<file path="src/rtl/bch_63_56_pkg.sv">
// Shared constants, FSM state type and GF(2^6) helper for the BCH(63,56) decoder.
package bch_63_56_pkg;

  localparam int N = 63;
  localparam int K = 56;
  localparam logic [6:0] PRIM_POLY = 7'b1000011;
  localparam logic [7:0] GEN_POLY  = 8'b11000101;

  typedef enum logic [1:0] {
    IDLE   = 2'd0,
    SYND   = 2'd1,
    SEARCH = 2'd2,
    DONE   = 2'd3
  } state_t;

  // Multiply a GF(64) element by alpha, reducing modulo x^6+x+1
  function automatic logic [5:0] gf64_mul_alpha(input logic [5:0] a);
    logic [5:0] r;
    r = {a[4:0], 1'b0};
    if (a[5]) begin
      r = r ^ PRIM_POLY[5:0];
    end else begin
      r = r;
    end
    return r;
  endfunction

endpackage

</file>
<file path="src/rtl/bch_63_56_syndrome.sv">
// Serial Horner accumulator for S1 = r(alpha) and overall parity, one bit per cycle MSB first.
module bch_63_56_syndrome
  import bch_63_56_pkg::*;
(
  input  logic       clk,
  input  logic       rst,
  input  logic       clr,
  input  logic       en,
  input  logic       bit_in,
  output logic [5:0] syn,
  output logic       par
);

  // Syndrome and parity accumulation
  always_ff @(posedge clk or posedge rst) begin
    if (rst) begin
      syn <= 6'd0;
      par <= 1'b0;
    end else if (clr) begin
      syn <= 6'd0;
      par <= 1'b0;
    end else if (en) begin
      syn <= gf64_mul_alpha(syn) ^ {5'd0, bit_in};
      par <= par ^ bit_in;
    end else begin
      syn <= syn;
      par <= par;
    end
  end

endmodule

</file>
<file path="src/rtl/bch_63_56_decoder.sv">
// BCH(63,56) SEC-DED decoder: serial syndrome, fixed-length Chien-style search, registered result.
module bch_63_56_decoder
  import bch_63_56_pkg::*;
(
  input  logic          clk,
  input  logic          rst,
  input  logic          in_valid,
  output logic          in_ready,
  input  logic [N-1:0]  rn,
  output logic          out_valid,
  input  logic          out_ready,
  output logic [K-1:0]  data,
  output logic          corrected,
  output logic          uncorrectable,
  output logic [5:0]    err_loc
);

  state_t       state;
  logic [N-1:0] r_buf;
  logic [5:0]   cnt;
  logic [5:0]   t;
  logic [5:0]   j;
  logic [5:0]   jpos;
  logic         found;
  logic [5:0]   syn;
  logic         par;
  logic         syn_clr;
  logic         syn_en;
  logic         syn_bit;
  logic         single;
  logic         no_err;
  logic [K-1:0] flip;
  logic [K-1:0] fix_data;

  assign syn_clr = (state == IDLE);
  assign syn_en  = (state == SYND);
  assign syn_bit = r_buf[cnt];
  assign single  = (syn != 6'd0) && par;
  assign no_err  = (syn == 6'd0) && !par;

  bch_63_56_syndrome u_syndrome (
    .clk    (clk),
    .rst    (rst),
    .clr    (syn_clr),
    .en     (syn_en),
    .bit_in (syn_bit),
    .syn    (syn),
    .par    (par)
  );

  // Corrected data word; parity-position errors (jpos < 7) leave data untouched
  always_comb begin
    flip     = {K{1'b0}};
    fix_data = r_buf[N-1:7];
    if (jpos >= 6'd7) begin
      flip = {{(K-1){1'b0}}, 1'b1} << (jpos - 6'd7);
    end else begin
      flip = {K{1'b0}};
    end
    if (single && found) begin
      fix_data = r_buf[N-1:7] ^ flip;
    end else begin
      fix_data = r_buf[N-1:7];
    end
  end

  // Control FSM with registered handshake and result outputs
  always_ff @(posedge clk or posedge rst) begin
    if (rst) begin
      state         <= IDLE;
      in_ready      <= 1'b0;
      out_valid     <= 1'b0;
      data          <= {K{1'b0}};
      corrected     <= 1'b0;
      uncorrectable <= 1'b0;
      err_loc       <= 6'd0;
      r_buf         <= {N{1'b0}};
      cnt           <= 6'd0;
      t             <= 6'd0;
      j             <= 6'd0;
      jpos          <= 6'd0;
      found         <= 1'b0;
    end else begin
      case (state)
        IDLE: begin
          in_ready <= 1'b1;
          if (in_valid && in_ready) begin
            r_buf    <= rn;
            cnt      <= 6'd62;
            jpos     <= 6'd0;
            found    <= 1'b0;
            in_ready <= 1'b0;
            state    <= SYND;
          end
        end
        SYND: begin
          if (cnt == 6'd0) begin
            t     <= 6'd1;
            j     <= 6'd0;
            state <= SEARCH;
          end else begin
            cnt <= cnt - 6'd1;
          end
        end
        SEARCH: begin
          // Only the first match counts; the scan always runs all 63 steps
          if (!found && single && (t == syn)) begin
            found <= 1'b1;
            jpos  <= j;
          end
          t <= gf64_mul_alpha(t);
          j <= j + 6'd1;
          if (j == 6'd62) begin
            state <= DONE;
          end
        end
        DONE: begin
          if (!out_valid) begin
            out_valid     <= 1'b1;
            data          <= fix_data;
            corrected     <= single && found;
            uncorrectable <= !(single && found) && !no_err;
            err_loc       <= (single && found) ? (6'd62 - jpos) : 6'd0;
          end else if (out_ready) begin
            out_valid <= 1'b0;
            in_ready  <= 1'b1;
            state     <= IDLE;
          end
        end
        default: begin
          state <= IDLE;
        end
      endcase
    end
  end

endmodule

</file>
<file path="config.mk">
export PLATFORM = sky130hd
export DESIGN_NAME = bch_63_56_decoder
export DESIGN_NICKNAME = d
export VERILOG_FILES = /design/src/rtl/bch_63_56_pkg.sv /design/src/rtl/bch_63_56_syndrome.sv /design/src/rtl/bch_63_56_decoder.sv
export SDC_FILE = /design/constraint.sdc
export NUM_CORES = 1
export LEC_CHECK = 0
export ABC_AREA = 1
export CORE_ASPECT_RATIO = 2
export CORE_UTILIZATION = 58
export DETAILED_ROUTE_END_ITERATION = 8
export PLACE_DENSITY_LB_ADDON = 0.3
export SYNTH_ARGS = -nofsm -noshare
export SYNTH_HDL_FRONTEND = slang
export SYNTH_SLANG_ARGS = --single-unit
export TNS_END_PERCENT = 50
</file>
<file path="constraint.sdc">
create_clock -name clk -period 10.5 [get_ports clk]
set_input_delay 3.15 -clock clk [delete_from_list [all_inputs] [get_ports clk]]
set_output_delay 3.15 -clock clk [all_outputs]
set_load 0.005 [all_outputs]
</file>
Word level (Yosys, flattened, before mapping)
Index checks and enable logic that the tools add are counted.
Storage, ports and cells
  register bits after elaboration: 163
  latch bits: 0
  RAM bits: 0
  ROM bits: 0
  output and inout bits: 66
  memories kept: 0
Cells by class
  $add $sub $neg: 4
  $mul: 0
  divide/modulo/power cells: 0
  order comparisons: 2
  equality and inequality tests: 12
  shift-type cells: 1
  muxes and demuxes: 38
  bitwise gates (word level): 6
  reduce and logical (&&, ||, !) cells: 26
Operator list (count)
  $mux 56: 2
  $mux 6: 11
  $shl 1x6->56 const A: 1
  $xor 56x56->56: 1
  $pmux 6 s2: 4
  $mux 2: 7
  $logic_not 6->1: 2
  $mux 1: 10
  $ne 2x2->1 const B: 5
  $reduce_and 3->1: 3
  $pmux 2 s4: 1
  $reduce_bool 2->1: 4
  $logic_and 1x1->1: 7
  $lt 6x7->1 const B: 1
  $add 6x1->6 const B: 1
  $bmux 1 s6: 1
  $eq 6x6->1: 1
  $eq 6x6->1 const B: 1
  $ge 6x3->1 const B: 1
  $reduce_and 2->1: 3
  $reduce_bool 6->1: 1
  $sub 6x1->6 const B: 1
  $sub 6x3->6 const B: 1
  $sub 6x6->6 const A: 1
  other kinds (11): 18

Longest topological paths before layout
Gate-level depths: netlist of run 1.
  word-level depth: 7
  mapped depth: 14

Modules after synthesis
From an unflattened synthesis of run 1, not the netlist that was laid out.
Unflattened totals
  cell total of the unflattened synthesis: 1186
  area total of the unflattened synthesis: 8827.2 µm²
Modules (own cells, without submodules)
  bch_63_56_decoder: times used 1, cells each 1145, area each 8509.4 µm², sequential area each 3903.7 µm²
  bch_63_56_syndrome: times used 1, cells each 41, area each 317.8 µm², sequential area each 175.2 µm²

Worst setup path before layout of run 1
No wires, ideal clock.
  path kind: in2reg
  from: input in_valid
  to: register r_buf[0]
  library setup time: 78 ps
  arrival: 4089 ps
  slack: 6333 ps
  stages: 5
  buffers on the path: 2
  path through: nand3_1 > clkbuf_1 > clkbuf_1 > nor2_1 > a21oi_1
On the way
  longest elaborated chain between the ends: 2
Ends and longest elaborated chain
  from (decl): line bch_63_56_decoder.sv:7  | input logic in_valid,
  $logic_and 1x1->1: line bch_63_56_decoder.sv:87  | if (in_valid && in_ready) begin
  $reduce_and 2->1 (no line)
  to (signal assigned): line bch_63_56_decoder.sv:77  | r_buf <= {N{1'b0}};
  to (signal assigned): line bch_63_56_decoder.sv:88  | r_buf <= rn;
  to (decl): line bch_63_56_decoder.sv:19  | logic [N-1:0] r_buf;
No other way between the ends.
A chain may end at the register's enable or synchronous reset.

==> flow_metrics.py, run 1 <==
metrics = {
    "floorplanning": {
        "io_pins": 133,
        "rows": 61,
        "fp.dieW_um": 86.5,
        "die_h_um": 171,
        "start_util_pct": 59.7,
        "core_area_mm2": 0.0139,
        "fp.dieArea_mm2": 0.0148,
    },
    "setup_path": {
        "endpoint_kind": "asynchronous set/reset pin",
        "arrival_ps": 5140,
        "cp_slowest_cell": "buf_4",
        "path_max_fanout": 89,
        "cp_top_family": "buffers and inverters",
        "worst_path_largest_cell_delay_ps": 830,
        "path_cells": "clkdlybuf4s50_1 > inv_6 > buf_4",
        "critPathLaunchType": "primary input",
        "worstSetupPathType": "in -> async",
        "crit_buf_inv": 3,
        "required_ps": 10930,
    },
    "logic_synthesis": {
        "synth_cell_type_count": 36,
        "yosys.area.top_type": "dfrtp_1",
        "yosys-top-cells-area": "dfrtp_1 (49%), nand2_1 (11%), xor2_1 (5.5%), nand3_1 (5.2%), nor2_1 (4.6%)",
        "ys_ff_latch": 163,
        "yosysTopAreaCellShare_pct": 49.2,
        "syn_area_mm2": 0.00829,
        "syn-num-nets": 1069,
        "ys_warn_count": 0,
        "yosysSeqAreaShare_pct": 49.2,
        "avgSynthCellArea_um2": 8.38,
        "synth_top_cells_by_count": "nand2_1 (234), dfrtp_1 (163), nor2_1 (101), inv_1 (95), nand3_1 (86)",
        "synth_most_common_cell": "nand2_1",
        "synth_edf_count": 0,
        "syn_inst": 989,
        "synth_top_flop_cell": "dfrtp_1",
        "ys_async_sr_fraction_pct": 100,
    },
    "layout": {
        "area_delta_synth_final_pct": 23.6,
        "fin_area_mm2": 0.0102,
        "drive_gt1_share_pct": 7.80,
        "nets": 1183,
        "instances_no_fill": 1305,
        "utilization_pct": 73.8,
        "antenna_cells": 0,
    },
    "cts": {
        "post_cts_buffers": 0,
        "clk_pin_slew_ps": 70,
        "numCtsBuffers": 17,
        "htree_levels": 4,
        "clockRootBuffer": "clkbuf_16",
        "cts_tree": "yes",
        "clk_latency_ps": 430,
        "cts_resized": 0,
        "cts_hold_buf": 0,
        "cts.sinks": 163,
        "cts_buffer_depth": 2,
    },
    "status": {
        "status": "completed",
    },
    "global_routing": {
        "antenna_found_initial": 0,
        "grtUsageTotal_pct": 31.6,
        "first_global_vias": 6934,
        "grt_pass1_wl_um": 34800,
        "grt_max_degree": 97,
        "grt.overflow.total": 0,
    },
    "placed_design": {
        "gp_congestion": 0.945,
        "portBuffers": 132,
        "dpl.hpwl_um": 15900,
        "pre_cts_ws_ps": 5260,
        "dpl_cell_area_mm2": 0.00967,
        "dpl.cell_count": 1273,
    },
    "drt": {
        "wl_met3_um": 1030,
        "wl_per_cell_um": 17.1,
        "via_count": 7169,
        "routed.top_layer": "met4",
        "drtPass1Iterations": 8,
        "ant_nets": 0,
        "wl_um": 22300,
        "met2_length_um": 11900,
        "viasPerCell": 5.49,
        "wl_met1_um": 8060,
        "drt_iter0_drc": 708,
        "drc_errors": 0,
    },
    "timing": {
        "setup_viol": 0,
        "hold_ws_ps": 477,
        "fin_skew_ps": 10.3,
        "setup_ws_ps": 5790,
        "fmax_mhz": 212,
        "report.final.slew_viol_count": 0,
        "fin_crit_ps": 4710,
        "totalNegativeSetupSlack_ps": 0,
        "rsz0062_at_grt": "no",
        "finalCritPeriodShare_pct": 44.9,
        "hold_violations": 0,
        "slew_headroom_pct": 30.4,
        "tightest_slew_ps": 1040,
    },
    "power": {
        "power.total_mw": 2.93,
        "power_density_mw_per_mm2": 286,
        "p_leak_nw": 4.71,
        "vdd_drop_max_mv": 0.172,
    },
    "hold_path": {
        "hold_path_class": "reg -> reg",
    },
    "run": {
        "cap_violations": 0,
    },
}
-- report_power, final --
group,internal (mW),switching [mW]
Sequential,0.895,0.198
Combinational,0.540,0.687
Clock,0.335,0.273
-- area by class of cell --
| cell class | instances | area (um2) |
|---|---|---|
| clock buffer | 18 | 429 |
| timing repair buffer | 138 | 1370 |
| fill | 1015 | 3650 |
| multi-input combinational | 684 | 3610 |
| inverter | 99 | 377 |
| sequential | 163 | 4080 |
| clock inverter | 14 | 145 |
| tap | 189 | 236 |
-- state kept, by name, indices dropped and copies added (netlist names) --
signal	cells
err_loc	6
j	6
jpos	6
out_valid	1
u_syndrome.par	1
in_ready	1
found	1
data	56
state	2
r_buf	63
cnt	6
t	6
uncorrectable	1
u_syndrome.syn	6
corrected	1
-- per-layer routing --
metal  vias up  GRT usage [%]
met5         -              0
met4         0           19.3
met3        79           4.15
met2       303           55.6
met1      3384           35.8
li1       3403              -
-- worst paths after layout --
path,start,to,slack [ps],cells after the start
max,rst,data[10],5790,3
min,uncorrectable,uncorrectable,480,2
max reg2reg,cnt[1],j[5],7440,11
min reg2reg,uncorrectable,uncorrectable,480,2
max in group clk,in_valid,r_buf[40],5840,4
min in group asynchronous,rst,data[35],3260,2
-- layout by cell type (no fill, tap or decap), drive strengths merged --
cell type      netlist  routed
nand2              236     236
dfrtp              163     163
clkdlybuf4s50        0     132
nor2               107     107
inv                 99     107
nand3               87      87
o21ai               73      73
xor2                53      53
a21oi               51      51
mux2                30      30
clkbuf              23      18
o22ai               13      13
ha                  13      13
buf                 20       6
o211ai               5       5
nand4                4       4
clkinv               0       3
xnor2                2       2
nor4                 2       2
a22oi                2       2
clkinvlp             0       2
nor3                 2       2
or2                  1       1
nor3b                1       1
a31oi                1       1
a21o                 1       1
bufinv               0       1
-- kinds of logic (layout without fill, tap and decap cells) --
group,after synthesis,count (layout),synth area share [%]
simple gates,440,440,22.1
flops,163,163,49.2
compound gates,146,146,9.41
buf+inv,142,269,7.35
xor+xnor,55,55,5.90
mux,30,30,4.08
fa+ha+maj,13,13,1.96
-- worst register-to-register path, stage by stage (launching register included) --
cell	delay (ps)
dfrtp_1	670
inv_1	710
ha_1	270
nand4_1	120
nand2_1	80
inv_1	100
a21oi_4	290
inv_1	150
nor2_1	230
nand2_1	100
o22ai_1	150
a21oi_1	60
Power figures use the tool's default switching activity.
==> run 2, diff against run 1 <==
Settings changed: CORE_UTILIZATION 58 to 54.
Clock period 10.5 ns to 4.7 ns, I/O delays scaled along.
==> run 2 against run 1 <==
  * Sequential power grew 120%
  * Critical endpoint is now cnt[5]
  * Highest routed layer unchanged
  * Critical path depth grew 6
  * Flip-flop and latch count is the same
==> flow_metrics.py, run 2 (synthesis gave the netlist of run 1 again) <==
metrics = {
    "layout": {
        "largest_reg_flops": 63,
        "fillers": 1170,
        "final_common_cell": "nand2_1",
        "nets": 1184,
        "area_delta_synth_final_pct": 24.4,
        "multi_input_area_mm2": 0.00361,
        "antenna_cells": 0,
        "instances_no_fill": 1312,
        "utilization_pct": 69.2,
        "seqCellArea_mm2": 0.00408,
        "top_regs": "r_buf x63, data x56",
        "regMostFlops": "r_buf",
        "drive_gt1_share_pct": 7.88,
        "layout_common_cells": "nand2_1 (234), dfrtp_1 (163), clkdlybuf4s50_1 (132), nor2_1 (101), inv_1 (93)",
    },
    "status": {
        "status": "completed",
    },
    "cts": {
        "cts_buffer_depth": 2,
        "cts_tree": "yes",
        "clk_latency_ps": 430,
        "clk_pin_slew_ps": 70,
        "cts_hold_buf": 0,
        "post_cts_buffers": 0,
        "cts.sinks": 163,
        "numCtsBuffers": 17,
        "cts_resized": 0,
        "clockRootBuffer": "clkbuf_16",
        "htree_levels": 4,
    },
    "setup_path": {
        "crit_buf_inv": 2,
        "cp.depth": 9,
        "r2r_setup_slack_ps": 1690,
        "endpoint_kind": "register",
        "worstSetupPathType": "reg -> reg",
        "required_ps": 5000,
        "setup.worst_path.start": "cnt[1]",
        "cp_slowest_cell": "dfrtp_1",
        "worst_path_largest_cell_delay_ps": 900,
        "rr_startpoint": "cnt[1]",
        "r2r_cells": 9,
        "cp_top_family": "flip-flops",
        "crit_end": "cnt[5]",
        "r2r_end": "cnt[5]",
        "critPathLaunchType": "register",
        "path_max_fanout": 19,
        "path_cells": "inv_1 > ha_1 > nand4_1 > or2_2 > nand3_1 > inv_1 > nand4_1 > o21ai_0 > nand3_1",
        "arrival_ps": 3320,
    },
    "power": {
        "vdd_drop_max_mv": 0.453,
        "power_density_mw_per_mm2": 637,
        "p_leak_nw": 4.72,
        "p_seq_share_pct": 37.3,
        "p_switching_mw": 2.53,
        "clkPwrFrac_pct": 21.4,
        "switching_share_pct": 38.6,
        "comb_power_share_pct": 41.3,
        "p_int_mw": 4.03,
    },
    "timing": {
        "report.final.slew_viol_count": 0,
        "setup_viol": 0,
        "hold_violations": 0,
        "tightest_slew_ps": 854,
        "fin_skew_ps": 7.30,
        "totalNegativeSetupSlack_ps": 0,
        "fmax_mhz": 332,
        "rsz0062_at_grt": "no",
        "fin_crit_ps": 3010,
        "hold_ws_ps": 479,
        "slew_headroom_pct": 43.1,
        "finalCritPeriodShare_pct": 64.1,
    },
    "global_routing": {
        "grt_max_degree": 107,
        "first_global_vias": 7205,
        "grtUsageTotal_pct": 29.6,
        "grt_pass1_wl_um": 34600,
        "grt.overflow.total": 0,
        "antenna_found_initial": 0,
    },
    "placed_design": {
        "portBuffers": 132,
        "dpl.cell_count": 1280,
        "gp_congestion": 0.923,
        "dpl.hpwl_um": 16000,
    },
    "drt": {
        "viasPerCell": 5.49,
        "drc_errors": 0,
        "wl_um": 22500,
        "drtPass1Iterations": 5,
        "via_count": 7200,
        "ant_nets": 0,
        "wl_per_cell_um": 17.1,
        "drt_iter0_drc": 574,
    },
    "floorplanning": {
        "core_area_mm2": 0.0149,
        "fp.dieArea_mm2": 0.0159,
        "fp.dieW_um": 89.6,
        "io_pins": 133,
        "rows": 63,
        "start_util_pct": 55.6,
        "die_h_um": 177,
    },
    "hold_path": {
        "hold_path_class": "reg -> reg",
        "min_from": "corrected",
    },
    "run": {
        "cap_violations": 0,
    },
}
-- run 2: cell count changes in the layout (fill, tap and decap cells not counted), sizes merged --
cell / delta
clkinv: -1
bufinv: +1
clkbuf: +2
inv: -4
buf: +1
clkinvlp: +2
-- run 2: area by class of cell --
type	count	area share [%]
clock buffer	20	4.43
clock inverter	12	1.40
inverter	99	3.64
multi-input combinational	684	35.0
sequential	163	39.6
tap	195	2.37
timing repair buffer	139	13.6
-- run 2: worst register-to-register path: cells and delay by family (launching register included) --
kind	cells	cell delay, ps
DFF	1	900
adders and majority gates	1	350
AOI/OAI and AO/OA	1	200
buffers and inverters	2	730
and+or+nand+nor	5	710
-- run 2: power by group through the flow --
stage / Sequential, mW / Clock (mW) / Combinational (mW)
after global routing: 2.51 / 1.47 / 3.03
final: 2.45 / 1.41 / 2.71
after detailed placement: 2.45 / 0 / 2.68
after global placement: 2.43 / 0 / 2.61
after CTS: 2.44 / 1.42 / 2.71
after floorplan: 2.37 / 0 / 1.73
-- run 2: metal layers --
layer / GRT usage, % / wire [um] / vias to the layer above
met1: 30.3 / 7740 / 3360
li1: - / - / 3408
met2: 51.2 / 11700 / 323
met5: 0 / 0 / -
met3: 5.50 / 1240 / 109
met4: 22.6 / 1770 / 0
-- run 2: worst min-delay path by stage --
stage                endpoint  slack (ps)  depth (start not counted)
floorplan             jpos[3]         450                          2
global placement     data[28]         460                          2
detailed placement  corrected         470                          2
CTS                 corrected         480                          2
global route         data[24]         490                          2
finish              corrected         480                          2
-- run 2: stage by stage --
stage | total power, mW | setup WS [ps] | instance area (um2)
after floorplan | 4.10 | 1220 | 8290
after global placement | 5.04 | 1370 | 9710
after detailed placement | 5.13 | 1350 | 9710
after CTS | 6.57 | 1780 | 10300
after global routing | 7.01 | 1610 | 10300
final | 6.57 | 1690 | 10300
==> run 3, diff against run 2 <==
Clock period 4.7 ns to 3 ns, I/O delays scaled along.
==> run 3 against run 2 <==
  * Critical path depth up 1
  * Worst setup slack worse by 1200 ps
  * Flip-flop and latch count unchanged
  * Global-route usage up 0.59 points
  * Register-to-register slack worse by 1200 ps
  * Largest power group unchanged
  * Clock power up 74%
==> flow_metrics.py, run 3 (synthesis gave the netlist of run 1 again) <==
metrics = {
    "status": {
        "status": "completed",
    },
    "hold_path": {
        "hold_path_class": "reg -> reg",
    },
    "floorplanning": {
        "fp.dieW_um": 89.6,
        "io_pins": 133,
        "die_h_um": 177,
        "start_util_pct": 55.6,
        "fp.dieArea_mm2": 0.0159,
        "rows": 63,
        "core_area_mm2": 0.0149,
    },
    "cts": {
        "cts_resized": 0,
        "post_cts_buffers": 0,
        "clk_latency_ps": 430,
        "cts_hold_buf": 0,
        "numCtsBuffers": 17,
        "cts_buffer_depth": 2,
        "cts_tree": "yes",
        "clockRootBuffer": "clkbuf_16",
        "cts.sinks": 163,
        "htree_levels": 4,
        "clk_pin_slew_ps": 70,
    },
    "layout": {
        "instances_no_fill": 1320,
        "top_regs": "r_buf x63, data x56",
        "multi_input_area_mm2": 0.00361,
        "fin_area_mm2": 0.0105,
        "fillers": 1138,
        "utilization_pct": 70.4,
        "drive_gt1_share_pct": 8.62,
        "final_common_cell": "nand2_1",
        "layout_common_cells": "nand2_1 (234), dfrtp_1 (163), clkdlybuf4s50_1 (132), nor2_1 (101), inv_1 (93)",
        "largest_reg_flops": 63,
        "seqCellArea_mm2": 0.00408,
        "nets": 1193,
        "antenna_cells": 0,
        "regMostFlops": "r_buf",
        "area_delta_synth_final_pct": 26.5,
    },
    "timing": {
        "fin_skew_ps": 7.41,
        "setup_viol": 0,
        "tightest_slew_ps": 942,
        "slew_headroom_pct": 37.0,
        "totalNegativeSetupSlack_ps": 0,
        "rsz0062_at_grt": "no",
        "report.final.slew_viol_count": 0,
        "fmax_mhz": 403,
        "hold_violations": 0,
        "hold_ws_ps": 484,
        "setup_ws_ps": 518,
        "finalCritPeriodShare_pct": 82.7,
        "fin_crit_ps": 2480,
    },
    "drt": {
        "via_count": 7173,
        "drc_errors": 0,
        "drt_iter0_drc": 546,
        "ant_nets": 0,
        "viasPerCell": 5.43,
        "wl_um": 22800,
        "wl_per_cell_um": 17.3,
        "drtPass1Iterations": 5,
    },
    "global_routing": {
        "first_global_vias": 7187,
        "grtUsageTotal_pct": 30.2,
        "antenna_found_initial": 0,
        "grt_max_degree": 87,
        "grt_pass1_wl_um": 35500,
        "grt.overflow.total": 0,
    },
    "placed_design": {
        "dpl.hpwl_um": 16600,
        "pre_cts_ws_ps": 548,
        "portBuffers": 132,
        "dpl.cell_count": 1289,
        "dpl_cell_area_mm2": 0.00983,
        "gp_congestion": 0.924,
    },
    "setup_path": {
        "endpoint_kind": "register",
        "path_max_fanout": 24,
        "worstSetupPathType": "reg -> reg",
        "critPathLaunchType": "register",
        "arrival_ps": 2850,
        "required_ps": 3370,
    },
    "power": {
        "power_density_mw_per_mm2": 1010,
        "p_leak_nw": 4.82,
        "power.total_mw": 10.6,
        "vdd_drop_max_mv": 0.583,
    },
    "run": {
        "cap_violations": 0,
    },
}
run 3: worst max-delay path, stage by stage, from the launching register on:
cell     delay, ps
dfrtp_1        470
nor2_1          60
nand4_1        100
nand2_1        110
nor2_2         260
nand2_2        180
nor2_4         540
nand3_1        170
xor2_1         230
nand2_1        160
nand2_1        120
run 3: area by class of cell:
type,count,share of cell area (%)
multi-input cells,684,34.4
clock inverters,13,2.10
clock buffers,18,4.19
inverters,99,3.58
well taps,195,2.33
repair buffers,148,14.5
flip-flops and latches,163,38.9
run 3: where the power goes:
group,leakage (nW),switching [mW],internal [mW]
Sequential,1.97,0.681,3.13
Combinational,2.54,2.40,1.95
Clock,0.316,0.937,1.51
Total,4.82,4.02,6.59
run 3: metal layers:
layer / share of wire, % / wire, um / up-vias / GRT usage (%)
met5: 0 / 0 / - / 0
met4: 5.6 / 1280 / 0 / 17.1
met3: 4.3 / 976 / 84 / 4.38
met2: 54 / 12300 / 280 / 54.0
met1: 36 / 8280 / 3386 / 32.8
li1: - / - / 3423 / -
run 3: final timing paths:
check | startpoint | endpoint | slack (ps) | cells past startpoint
worst max-delay path | u_syndrome.syn[5] | data[35] | 520 | 10
max in group asynchronous | rst | jpos[1] | 1380 | 4
worst max register to register | u_syndrome.syn[5] | data[35] | 520 | 10
worst min-delay path | data[35] | data[35] | 480 | 2
min in group asynchronous | rst | data[12] | 810 | 2
worst min register to register | data[35] | data[35] | 480 | 2
